==> config.mk <==
export PLATFORM = sky130hd
export DESIGN_NAME = op_dispatcher
export DESIGN_NICKNAME = d
export VERILOG_FILES = /design/src/rtl/op_dispatcher_pkg.sv /design/src/rtl/op_dispatcher_decoder.sv /design/src/rtl/op_dispatcher.sv
export SDC_FILE = /design/constraint.sdc
export NUM_CORES = 1
export LEC_CHECK = 0
export ABC_AREA = 1
export BUFFER_PORTS_ARGS = -buffer_cell sky130_fd_sc_hd__buf_2
export CAP_MARGIN = 20
export CORE_ASPECT_RATIO = 1.4
export CORE_MARGIN = 2
export CORE_UTILIZATION = 52
export CTS_BUF_LIST = sky130_fd_sc_hd__clkbuf_4
export DETAILED_ROUTE_END_ITERATION = 12
export GPL_ROUTABILITY_DRIVEN = 0
export PLACE_DENSITY = 0.94
export SKIP_LAST_GASP = 1
export SLEW_MARGIN = 20
export SYNTH_ARGS = -nofsm -noshare
export SYNTH_HDL_FRONTEND = slang
export SYNTH_HIERARCHICAL = 1
export SYNTH_SLANG_ARGS = --single-unit
==> constraint.sdc <==
create_clock -name clk -period 3.1 [get_ports clk]
set_clock_uncertainty 0.05 [all_clocks]
set_input_delay 0.31 -clock clk [delete_from_list [all_inputs] [get_ports clk]]
set_output_delay 0.31 -clock clk [all_outputs]
set_load 0.01 [all_outputs]
==> src/rtl/op_dispatcher_pkg.sv <==
// Shared op type, command encodings and dispatcher enums for op_dispatcher
// and its command decoder.
package Op_PKG;

  localparam int unsigned OP_CMD_W = 8;
  localparam int unsigned OP_ARG_W = 16;

  localparam logic [OP_CMD_W-1:0] OP_CMD_G00 = 8'h00;
  localparam logic [OP_CMD_W-1:0] OP_CMD_G01 = 8'h01;
  localparam logic [OP_CMD_W-1:0] OP_CMD_G02 = 8'h02;
  localparam logic [OP_CMD_W-1:0] OP_CMD_G03 = 8'h03;
  localparam logic [OP_CMD_W-1:0] OP_CMD_G90 = 8'h5A;
  localparam logic [OP_CMD_W-1:0] OP_CMD_G91 = 8'h5B;
  localparam logic [OP_CMD_W-1:0] OP_CMD_M03 = 8'h83;
  localparam logic [OP_CMD_W-1:0] OP_CMD_M05 = 8'h85;

  typedef struct packed {
    logic [OP_CMD_W-1:0]        cmd;
    logic signed [OP_ARG_W-1:0] arg_1;
    logic signed [OP_ARG_W-1:0] arg_2;
  } Op_st;

  typedef enum logic [1:0] {
    DISP_IDLE,
    DISP_MODE,
    DISP_TRIG,
    DISP_WAIT_DONE
  } disp_state_e;

  typedef enum logic [1:0] {
    SEL_NONE,
    SEL_LIN,
    SEL_CIRC,
    SEL_SERVO
  } handler_sel_e;

endpackage

==> src/rtl/op_dispatcher_decoder.sv <==
// OpCmdDecoder: combinational command decode into handler select, mode
// (G90/G91) and unknown-command flags.
module OpCmdDecoder
  import Op_PKG::*;
(
  input  logic [OP_CMD_W-1:0] cmd,
  output handler_sel_e        sel,
  output logic                is_mode,
  output logic                unknown
);

  always_comb begin
    sel     = SEL_NONE;
    is_mode = 1'b0;
    unknown = 1'b0;
    case (cmd)
      OP_CMD_G00, OP_CMD_G01: sel = SEL_LIN;
      OP_CMD_G02, OP_CMD_G03: sel = SEL_CIRC;
      OP_CMD_M03, OP_CMD_M05: sel = SEL_SERVO;
      OP_CMD_G90, OP_CMD_G91: is_mode = 1'b1;
      default:                unknown = 1'b1;
    endcase
  end

endmodule

==> src/rtl/op_dispatcher.sv <==
// op_dispatcher: accepts ops from the parser and triggers one handler per op.
// Optional handler watchdog enabled by defining OP_DISPATCHER_TIMEOUT_EN.
module op_dispatcher
  import Op_PKG::*;
#(
  parameter int unsigned TIMEOUT_CYCLES = 1000
) (
  input  logic clk,
  input  logic reset,
  input  logic clk_en,
  input  Op_st in_op,
  input  logic in_valid,
  output logic in_rdy,
  output Op_st op,
  output logic lin_trigger,
  output logic circ_trigger,
  output logic servo_trigger,
  input  logic lin_rdy,
  input  logic circ_rdy,
  input  logic servo_rdy,
  output logic err_unknown,
  output logic err_timeout
);

  disp_state_e  state, state_nxt;
  handler_sel_e sel;
  handler_sel_e dec_sel;
  logic         dec_mode;
  logic         dec_unknown;
  logic         accept;
  logic         sel_rdy;
  logic         timeout;
  logic         timeout_hit;

  OpCmdDecoder u_decoder (
    .cmd     (in_op.cmd),
    .sel     (dec_sel),
    .is_mode (dec_mode),
    .unknown (dec_unknown)
  );

  // Only the selected handler's rdy is ever observed.
  always_comb begin
    sel_rdy = 1'b0;
    case (sel)
      SEL_LIN:   sel_rdy = lin_rdy;
      SEL_CIRC:  sel_rdy = circ_rdy;
      SEL_SERVO: sel_rdy = servo_rdy;
      default:   sel_rdy = 1'b0;
    endcase
  end

  always_comb begin
    state_nxt   = state;
    accept      = 1'b0;
    timeout_hit = 1'b0;
    case (state)
      DISP_IDLE: begin
        if (in_valid) begin
          accept = 1'b1;
          if (dec_mode)
            state_nxt = DISP_MODE;
          else if (dec_sel != SEL_NONE)
            state_nxt = DISP_TRIG;
        end
      end
      DISP_MODE: state_nxt = DISP_IDLE;
      DISP_TRIG: begin
        if (!sel_rdy) begin
          state_nxt = DISP_WAIT_DONE;
        end else if (timeout) begin
          state_nxt   = DISP_IDLE;
          timeout_hit = 1'b1;
        end
      end
      DISP_WAIT_DONE: begin
        if (sel_rdy) begin
          state_nxt = DISP_IDLE;
        end else if (timeout) begin
          state_nxt   = DISP_IDLE;
          timeout_hit = 1'b1;
        end
      end
      default: state_nxt = DISP_IDLE;
    endcase
  end

  always_ff @(posedge clk or posedge reset) begin
    if (reset) begin
      state       <= DISP_IDLE;
      sel         <= SEL_NONE;
      op          <= '0;
      err_unknown <= 1'b0;
    end else if (clk_en) begin
      state <= state_nxt;
      if (accept) begin
        op  <= in_op;
        sel <= dec_sel;
        if (dec_unknown)
          err_unknown <= 1'b1;
      end
    end
  end

`ifdef OP_DISPATCHER_TIMEOUT_EN
  logic [31:0] wd_cnt;

  // Counter sits at zero outside TRIG/WAIT_DONE, so it is clear on TRIG entry.
  always_ff @(posedge clk or posedge reset) begin
    if (reset) begin
      wd_cnt      <= '0;
      err_timeout <= 1'b0;
    end else if (clk_en) begin
      if (state == DISP_TRIG || state == DISP_WAIT_DONE)
        wd_cnt <= wd_cnt + 32'd1;
      else
        wd_cnt <= '0;
      if (timeout_hit)
        err_timeout <= 1'b1;
    end
  end

  assign timeout = (wd_cnt == TIMEOUT_CYCLES - 32'd1);
`else
  logic unused_timeout_cfg;
  assign unused_timeout_cfg = ^{TIMEOUT_CYCLES, timeout_hit};
  assign timeout            = 1'b0;
  assign err_timeout        = 1'b0;
`endif

  assign in_rdy        = (state == DISP_IDLE);
  assign lin_trigger   = (state == DISP_TRIG) && (sel == SEL_LIN);
  assign circ_trigger  = (state == DISP_TRIG) && (sel == SEL_CIRC);
  assign servo_trigger = (state == DISP_TRIG) && (sel == SEL_SERVO);

endmodule
==> out/metrics.csv, run 1 <==
metric;value;unit
status;completed;
CTS Hold Buffers Added;0;
Relative slew margins;41.1;%
final hold violations;0;
cells along the critical path;nor2_4 -> nand3_4 -> mux2_4;
initial antenna violation count;0;
Hold Slack;0.0911;ns
LEAKAGE;1.51;nW
Initial DRC Count;33;
Total Nets Final;309;
CP Max Fanout;45;
DP Worst Slack;1.13;ns
H-tree levels;2;
share of layout cells above drive strength 1;54.8;%
num rows;27;
setup repair after global routing missed its margin;no;
Yosys Warn Count;6;
post-synthesis sequential area ratio;53.3;%
Slew @ Worst Pin;0.882;ns
CTS tree;done;
first-pass GRT wire length;6620;um
Yosys cell types;21;
clk buf depth;2;
Min-Delay Path Class;in -> async;
Worst setup EP type;register;
Top-Level Pins;93;
Cell Area, Placed;2570;um2
pwr/cell area;892;nW/um2
worst r2r src;state[1]$_DFFE_PP0P_;
routed via count;1519;
syn_nets;216;
worst r2r dst;op[3]$_DFFE_PP0P_;
initial core utilization;54.0;%
die width;57.9;um
Filler cells;321;
Ant. Diodes;0;
CP bufs+invs;0;
number of clock sinks;45;
clock root buffer;clkbuf_4;
Post-Layout Cell Count;306;
slowest stage cell, crit path;nand3_4;
Final min period;1.97;ns
Critical Path End;op[3]$_DFFE_PP0P_;
Die ar.;4600;um2
setup violators final;0;
DP Cell Count;298;
final slew viol count;0;
Total GRT Usage;18.5;%
remaining global-route overflow;0;
design area;2620;um2
FF-to-FF setup slack;1.13;ns
CTS clk-pin slew, worst paths;0.12;ns
cell family with most CP delay;simple AND/OR/NAND/NOR gates;
Vias/cell;4.96;
wire per inst;12.8;um
final setup TNS;0;ns
Synth-to-Final Area Change;24.0;%
core area;3920;um2
fin crit share;63.5;%
cts repair resizes;0;
post-route ant nets;0;
critical path class;reg -> reg;
beginning of the critical path;state[1]$_DFFE_PP0P_;
Post-Route WL;3910;um
number of buffers added on ports;91;
crit-path max cell delay;0.60;ns
DR DRC count;0;
Initial DRT Pass Iterations;4;
Post-CTS Setup Bufs;0;
Max Cap Viol;0;
Final WS setup;1.13;ns
critical path depth;3;
WP data arrival;2.14;ns
VDD IR-drop max;0.641;mV
DIE HEIGHT;79.5;um
Mapped Cells;169;
WP data required;3.27;ns
#FFs+latches synth;45;
total clock buffers created by CTS;5;
syn_area_per_cell;12.5;um2
clk_lat worst skew;0.33;ns
Detail Placement HPWL;2940;um
critical path startpoint category;register;
R2R cell count;3;
vias in the first global route;1580;
largest net degree at the start of global routing;46;
synthesized area;2110;um2
Max Clk Rate;508;MHz
## synthesized netlist by cell type
library cell | instances | area (um2)
a21oi_1 | 1 | 5.00
buf_4 | 1 | 7.51
buf_6 | 4 | 45.0
conb_1 | 1 | 3.75
dfrtp_1 | 45 | 1130
inv_1 | 19 | 71.3
inv_2 | 1 | 3.75
mux2_2 | 5 | 56.3
mux2_4 | 35 | 526
nand2_1 | 28 | 105
nand2_2 | 1 | 6.26
nand3_1 | 5 | 25.0
nand3_2 | 1 | 10.0
nand3_4 | 1 | 17.5
nand4_1 | 3 | 18.8
nor2_1 | 10 | 37.5
nor2_2 | 1 | 6.26
nor2_4 | 1 | 11.3
nor3_1 | 3 | 15.0
o21ai_0 | 2 | 10.0
o21bai_1 | 1 | 7.51
## cells in the final DEF (no fill, tap or decap), types with 2 or more instances in the layout
master / n
buf_2: 91
dfrtp_1: 45
mux2_4: 35
nand2_1: 28
inv_1: 18
nor2_1: 10
nand3_1: 5
mux2_2: 5
clkbuf_4: 5
nand4_1: 3
nor3_1: 3
o21ai_0: 2
inv_2: 2
clkinv_1: 2
## cell families (layout without fill, tap and decap cells)
logic type	Yosys count	count (layout)	synth area share, %
compound gates	4	4	1.07
other cells	1	1	0.177
mux	40	40	27.5
simple gates	54	54	12.0
buf+inv	25	119	6.04
flops	45	45	53.3
## how the worst min path moves through the flow
| stage | slack [ns] | endpoint | from |
|---|---|---|---|
| 3_3_place_gp | 0.42 | err_unknown$_DFFE_PP0P_ | err_unknown$_DFFE_PP0P_ |
| 2_1_floorplan | 0.41 | op[0]$_DFFE_PP0P_ | in_op[0] |
| 3_5_place_dp | 0.43 | err_unknown$_DFFE_PP0P_ | err_unknown$_DFFE_PP0P_ |
| 5_1_grt | 0.11 | op[11]$_DFFE_PP0P_ | in_op[11] |
| 4_1_cts | 0.12 | op[32]$_DFFE_PP0P_ | reset |
| 6_report | 0.09 | op[10]$_DFFE_PP0P_ | reset |
## metrics by stage
| stage | power (mW) | utilization (%) |
|---|---|---|
| floorplan | 1.73 | - |
| global placement | 2.06 | 65.6 |
| detailed placement | 2.11 | 65.6 |
| CTS | 2.36 | 66.9 |
| global route | 2.50 | 66.9 |
| finish | 2.34 | 66.9 |
## layout make-up
type,instances,area (um2),area share [%]
sequential,45,1130,43.0
inverter,20,75.1,2.86
tap,43,53.8,2.05
clock buffer,5,37.5,1.43
timing repair buffer,91,455,17.4
clock inverter,3,12.5,0.477
multi-input combinational,99,861,32.8
## flip-flops by register name (all words and copies together), names as in the netlist
name         cells
err_unknown      1
op              40
sel              2
state            2
## metal layers
layer	global-route usage [%]	routed length (um)	vias to the layer above
li1	-	-	732
met1	21.9	1590	719
met2	31.0	1980	60
met3	5.02	252	8
met4	8.14	90	0
met5	0	0	-
## power breakdown
part           switching [mW]  internal [mW]  leakage, nW  total [mW]
clock                   0.169         0.0823       0.0300       0.251
combinational           0.444          0.615        0.940        1.06
sequential              0.163          0.865        0.536        1.03
total                   0.776           1.56         1.51        2.34
Power figures use the tool's default switching activity.
==> inputs of run 2 (changes only) <==
--- a/config.mk
+++ b/config.mk
@@ -10,11 +10,11 @@
 export CAP_MARGIN = 20
 export CORE_ASPECT_RATIO = 1.4
 export CORE_MARGIN = 2
-export CORE_UTILIZATION = 52
+export CORE_UTILIZATION = 44
 export CTS_BUF_LIST = sky130_fd_sc_hd__clkbuf_4
 export DETAILED_ROUTE_END_ITERATION = 12
 export GPL_ROUTABILITY_DRIVEN = 0
-export PLACE_DENSITY = 0.94
+export PLACE_DENSITY = 0.85
 export SKIP_LAST_GASP = 1
 export SLEW_MARGIN = 20
 export SYNTH_ARGS = -nofsm -noshare
==> constraint.sdc (replaced) <==
create_clock -name clk -period 1.7 [get_ports clk]
set_clock_uncertainty 0.05 [all_clocks]
set_input_delay 0.17 -clock clk [delete_from_list [all_inputs] [get_ports clk]]
set_output_delay 0.17 -clock clk [all_outputs]
set_load 0.01 [all_outputs]
==> out/metrics.csv, run 2 (synthesis gave the netlist of run 1 again) <==
metric;value;unit
Detail Placement HPWL;3240;um
share of layout cells above drive strength 1;53.4;%
number of buffers added on ports;91;
Worst setup EP type;register;
Total Nets Final;351;
total clock buffers created by CTS;5;
clock root buffer;clkbuf_4;
LEAKAGE;1.70;nW
Slew @ Worst Pin;0.511;ns
DIE HEIGHT;86.0;um
VDD IR-drop max;0.797;mV
initial core utilization;46.3;%
Synth-to-Final Area Change;47.5;%
clk buf depth;2;
status;completed;
post-route ant nets;0;
critical path startpoint category;register;
initial antenna violation count;0;
CP Max Fanout;30;
remaining global-route overflow;0;
die width;62.6;um
fin crit share;96.8;%
Final min period;1.65;ns
Top-Level Pins;93;
critical path class;reg -> reg;
WP data arrival;1.83;ns
pwr/cell area;1490;nW/um2
final setup TNS;0;ns
number of clock sinks;45;
vias in the first global route;1779;
CTS tree;done;
Max Clk Rate;607;MHz
final slew viol count;0;
CTS clk-pin slew, worst paths;0.14;ns
setup repair after global routing missed its margin;yes;
setup violators final;0;
wire per inst;13.0;um
Initial DRT Pass Iterations;4;
routed via count;1670;
footprint of the multi-input gates;883;um2
Biggest register;op;
Total GRT Usage;18.7;%
first-pass GRT wire length;7850;um
FF/Latch Area;1130;um2
Ant. Diodes;0;
largest registers;op x40, sel x2, state x2;
Post-Route WL;4780;um
core area;4570;um2
most common cell after layout, fill and taps aside;buf_2;
Initial DRC Count;43;
Final WS setup;0.0538;ns
most frequent cells in the layout;buf_2 (91), dfrtp_1 (43), mux2_4 (35), dlygate4sd3_1 (35), nand2_1 (26);
H-tree levels;2;
DR DRC count;0;
final hold violations;0;
clk_lat worst skew;0.35;ns
WP data required;1.89;ns
Largest register FFs;40;
largest net degree at the start of global routing;46;
DP Worst Slack;0.144;ns
Die ar.;5380;um2
num rows;29;
Vias/cell;4.55;
Max Cap Viol;0;
Min-Delay Path Class;in -> reg;
Relative slew margins;65.9;%
Filler cells;370;
==> run 2: metrics by stage <==
stage / hold slack (ns) / cells / total power, mW / utilization, % / area, um2
2_1_floorplan: 0.269 / 169 / 3.15 / - / 2110
3_3_place_gp: 0.167 / 321 / 3.77 / 57.7 / 2640
3_5_place_dp: 0.177 / 321 / 3.87 / 57.7 / 2640
4_1_cts: 0.00546 / 364 / 4.60 / 67.2 / 3070
5_1_grt: 0.00165 / 367 / 4.94 / 68.2 / 3120
6_report: 0.0305 / 367 / 4.66 / 68.2 / 3120
==> run 2: worst paths after layout <==
kind / startpoint / to / slack [ns] / cells past startpoint
setup / recovery: state[1]$_DFFE_PP0P_ / op[8]$_DFFE_PP0P_ / 0.05 / 5
hold / removal: in_op[35] / op[35]$_DFFE_PP0P_ / 0.03 / 2
setup reg to reg: state[1]$_DFFE_PP0P_ / op[8]$_DFFE_PP0P_ / 0.05 / 5
hold reg to reg: err_unknown$_DFFE_PP0P_ / err_unknown$_DFFE_PP0P_ / 0.47 / 1
max in group asynchronous: reset / state[0]$_DFFE_PP0P_ / 1.05 / 4
min in group asynchronous: reset / op[14]$_DFFE_PP0P_ / 0.32 / 4
==> run 2: critical path, stage by stage, from the launching register on <==
cell	delay (ns)
dfrtp_2	0.43
buf_4	0.15
nor2_4	0.17
nand3_4	0.08
buf_4	0.29
mux2_4	0.35
==> run 2: final cells by class <==
class / instances / share of cell area (%)
Sequential cell: 45 / 36.2
Multi-Input combinational cell: 99 / 28.3
Timing Repair Buffer: 133 / 27.9
Tap cell: 62 / 2.49
Inverter: 20 / 2.41
Clock inverter: 3 / 1.48
Clock buffer: 5 / 1.20
==> run 2: what timing repair did <==
item,in CTS,in global routing
endpoints found under the hold margin,79,0
setup buffers,0,3
endpoints found under the setup margin,0,5
gates resized for setup,0,10
hold buffers,35,0
==> run 2: report_power, final <==
part           switching, mW  internal, mW  total (mW)
registers              0.299          1.58        1.88
clock network          0.351         0.312       0.662
logic                  0.890          1.22        2.11
total                   1.54          3.12        4.66
==> run 2: routing by layer <==
metal / up-vias / track usage, % / wire (um)
li1: 815 / - / -
met3: 8 / 4.46 / 211
met2: 59 / 35.7 / 2660
met1: 788 / 19.9 / 1830
met5: - / 0 / 0
met4: 0 / 6.67 / 75
==> inputs of run 3 (changes only) <==
--- a/config.mk
+++ b/config.mk
@@ -5,7 +5,7 @@
 export SDC_FILE = /design/constraint.sdc
 export NUM_CORES = 1
 export LEC_CHECK = 0
-export ABC_AREA = 1
+export ABC_AREA = 0
 export BUFFER_PORTS_ARGS = -buffer_cell sky130_fd_sc_hd__buf_2
 export CAP_MARGIN = 20
 export CORE_ASPECT_RATIO = 1.4
==> out/metrics.csv, run 3 <==
metric;value;unit
post-synthesis sequential area ratio;53.4;%
initial core utilization;46.1;%
setup repair after global routing missed its margin;no;
Relative slew margins;63.0;%
worst r2r src;state[1]$_DFFE_PP0P_;
share of synthesized registers carrying an async set or reset;100;%
H-tree levels;2;
initial antenna violation count;0;
CTS clk-pin slew, worst paths;0.14;ns
final setup TNS;0;ns
DP Cell Count;287;
Max Cap Viol;0;
pwr/cell area;1520;nW/um2
largest net degree at the start of global routing;46;
critical path startpoint category;register;
Post-Route WL;5280;um
clk_lat worst skew;0.36;ns
status;completed;
syn_nets;180;
Final min period;1.61;ns
setup violators final;0;
post-route ant nets;0;
worst r2r dst;op[28]$_DFFE_PP0P_;
Max Clk Rate;622;MHz
vias in the first global route;1708;
Cell Area, Placed;2620;um2
Total Nets Final;312;
share of layout cells above drive strength 1;58.3;%
Yosys Warn Count;6;
Hold Slack;0.0265;ns
Die ar.;5370;um2
wire per inst;16.1;um
Min-Delay Path Class;in -> reg;
hold depth;2;
CP Max Fanout;8;
total power draw;4.65;mW
final slew viol count;0;
Mapped Cells;133;
total clock buffers created by CTS;5;
most common cell after layout, fill and taps aside;buf_2;
Synth top area share;53.4;%
WP data arrival;1.39;ns
core area;4570;um2
Synth-to-Final Area Change;45.0;%
post-layout util;66.8;%
Filler cells;329;
WP data required;1.48;ns
Yosys cell types;34;
Post-CTS Setup Bufs;0;
largest registers;op x40, sel x2, state x2;
Ant. Diodes;0;
Post-synth top flop;dfrtp_1;
DR DRC count;0;
first-pass GRT wire length;8580;um
FF-to-FF setup slack;0.13;ns
number of clock sinks;45;
Post-synth top cells;dfrtp_1 (45), mux2_4 (39), buf_12 (4);
clock root buffer;clkbuf_4;
Biggest register;op;
most frequent cells in the layout;buf_2 (91), dfrtp_1 (45), mux2_4 (39), dlygate4sd3_1 (33), buf_4 (6);
Initial DRC Count;74;
Initial DRT Pass Iterations;4;
#FFs+latches synth;45;
design area;3050;um2
fin crit share;94.6;%
Detail Placement HPWL;3210;um
Final WS setup;0.0921;ns
Vias/cell;4.89;
top cells by area, synth;dfrtp_1 (53%), mux2_4 (28%), buf_12 (3.8%);
clk buf depth;2;
Slew @ Worst Pin;0.556;ns
hold endpoint;op[37]$_DFFE_PP0P_;
most common cell in the netlist;dfrtp_1;
critical path class;reg -> out;
synthesized area;2110;um2
final hold violations;0;
remaining global-route overflow;0;
CTS tree;done;
Yosys top cell by area;dfrtp_1;
hold_sp;in_op[37];
DIE HEIGHT;85.9;um
Largest register FFs;40;
Worst setup EP type;output port;
Post-Layout Cell Count;328;
die width;62.5;um
VDD IR-drop max;0.469;mV
Top-Level Pins;93;
LEAKAGE;1.49;nW
DP Worst Slack;0.0719;ns
syn_area_per_cell;15.8;um2
num rows;29;
Post-synth EDFFs;0;
routed via count;1605;
number of buffers added on ports;91;
Total GRT Usage;20.7;%
R2R cell count;4;
-- run 3: cell types whose count changed after synthesis, sizes merged, moves of 3 or more --
cell	before	now
nand4b	0	3
nor2	12	4
inv	20	1
nand3	7	2
nand2	29	2
-- run 3: final cells by class --
type,instances,area [um2],area share (%)
tap,62,77.6,2.54
clock buffer,5,37.5,1.23
timing repair buffer,132,871,28.5
sequential,45,1130,36.9
multi-input combinational,80,873,28.6
inverter,1,3.75,0.123
clock inverter,3,65.1,2.13
-- run 3: how the worst max path moves through the flow --
stage          slack [ns]                  from                    to
3_5_place_dp         0.07             in_op[33]  state[0]$_DFFE_PP0P_
5_1_grt              0.01  state[0]$_DFFE_PP0P_           lin_trigger
4_1_cts              0.08  state[0]$_DFFE_PP0P_           lin_trigger
3_3_place_gp         0.10             in_op[34]  state[0]$_DFFE_PP0P_
6_report             0.09  state[0]$_DFFE_PP0P_           lin_trigger
2_1_floorplan        0.09  state[0]$_DFFE_PP0P_     op[0]$_DFFE_PP0P_
-- run 3: critical path, cell delays in order, from the launching register on --
cell and delay, ns:
dfrtp_1 0.41, buf_4 0.17, nor4bb_1 0.27, buf_2 0.18
-- run 3: logic make-up after synthesis --
kind of cell | after synthesis | share of synthesized area [%]
other cells | 1 | 0.178
flops | 45 | 53.4
mux | 43 | 29.9
simple gates | 24 | 7.48
buf+inv | 8 | 5.11
compound gates | 12 | 3.92
-- run 3: power by group --
group | leakage, nW | switching (mW) | internal (mW)
Sequential | 0.528 | 0.289 | 1.57
Combinational | 0.904 | 0.818 | 1.18
Clock | 0.0552 | 0.344 | 0.455
Total | 1.49 | 1.45 | 3.20
-- run 3: routing by layer --
| metal | global-route usage [%] | share of wire, % | vias to the layer above |
|---|---|---|---|
| met4 | 7.68 | 2.0 | 0 |
| met5 | 0 | 0 | - |
| met1 | 24.0 | 39 | 781 |
| met2 | 37.1 | 53 | 71 |
| li1 | - | - | 740 |
| met3 | 4.99 | 5.9 | 13 |
-- run 3: repair_timing --
item,4_1_cts,5_1_grt
hold endpoints to repair,75,2
resized for setup,0,0
hold buffers,31,2
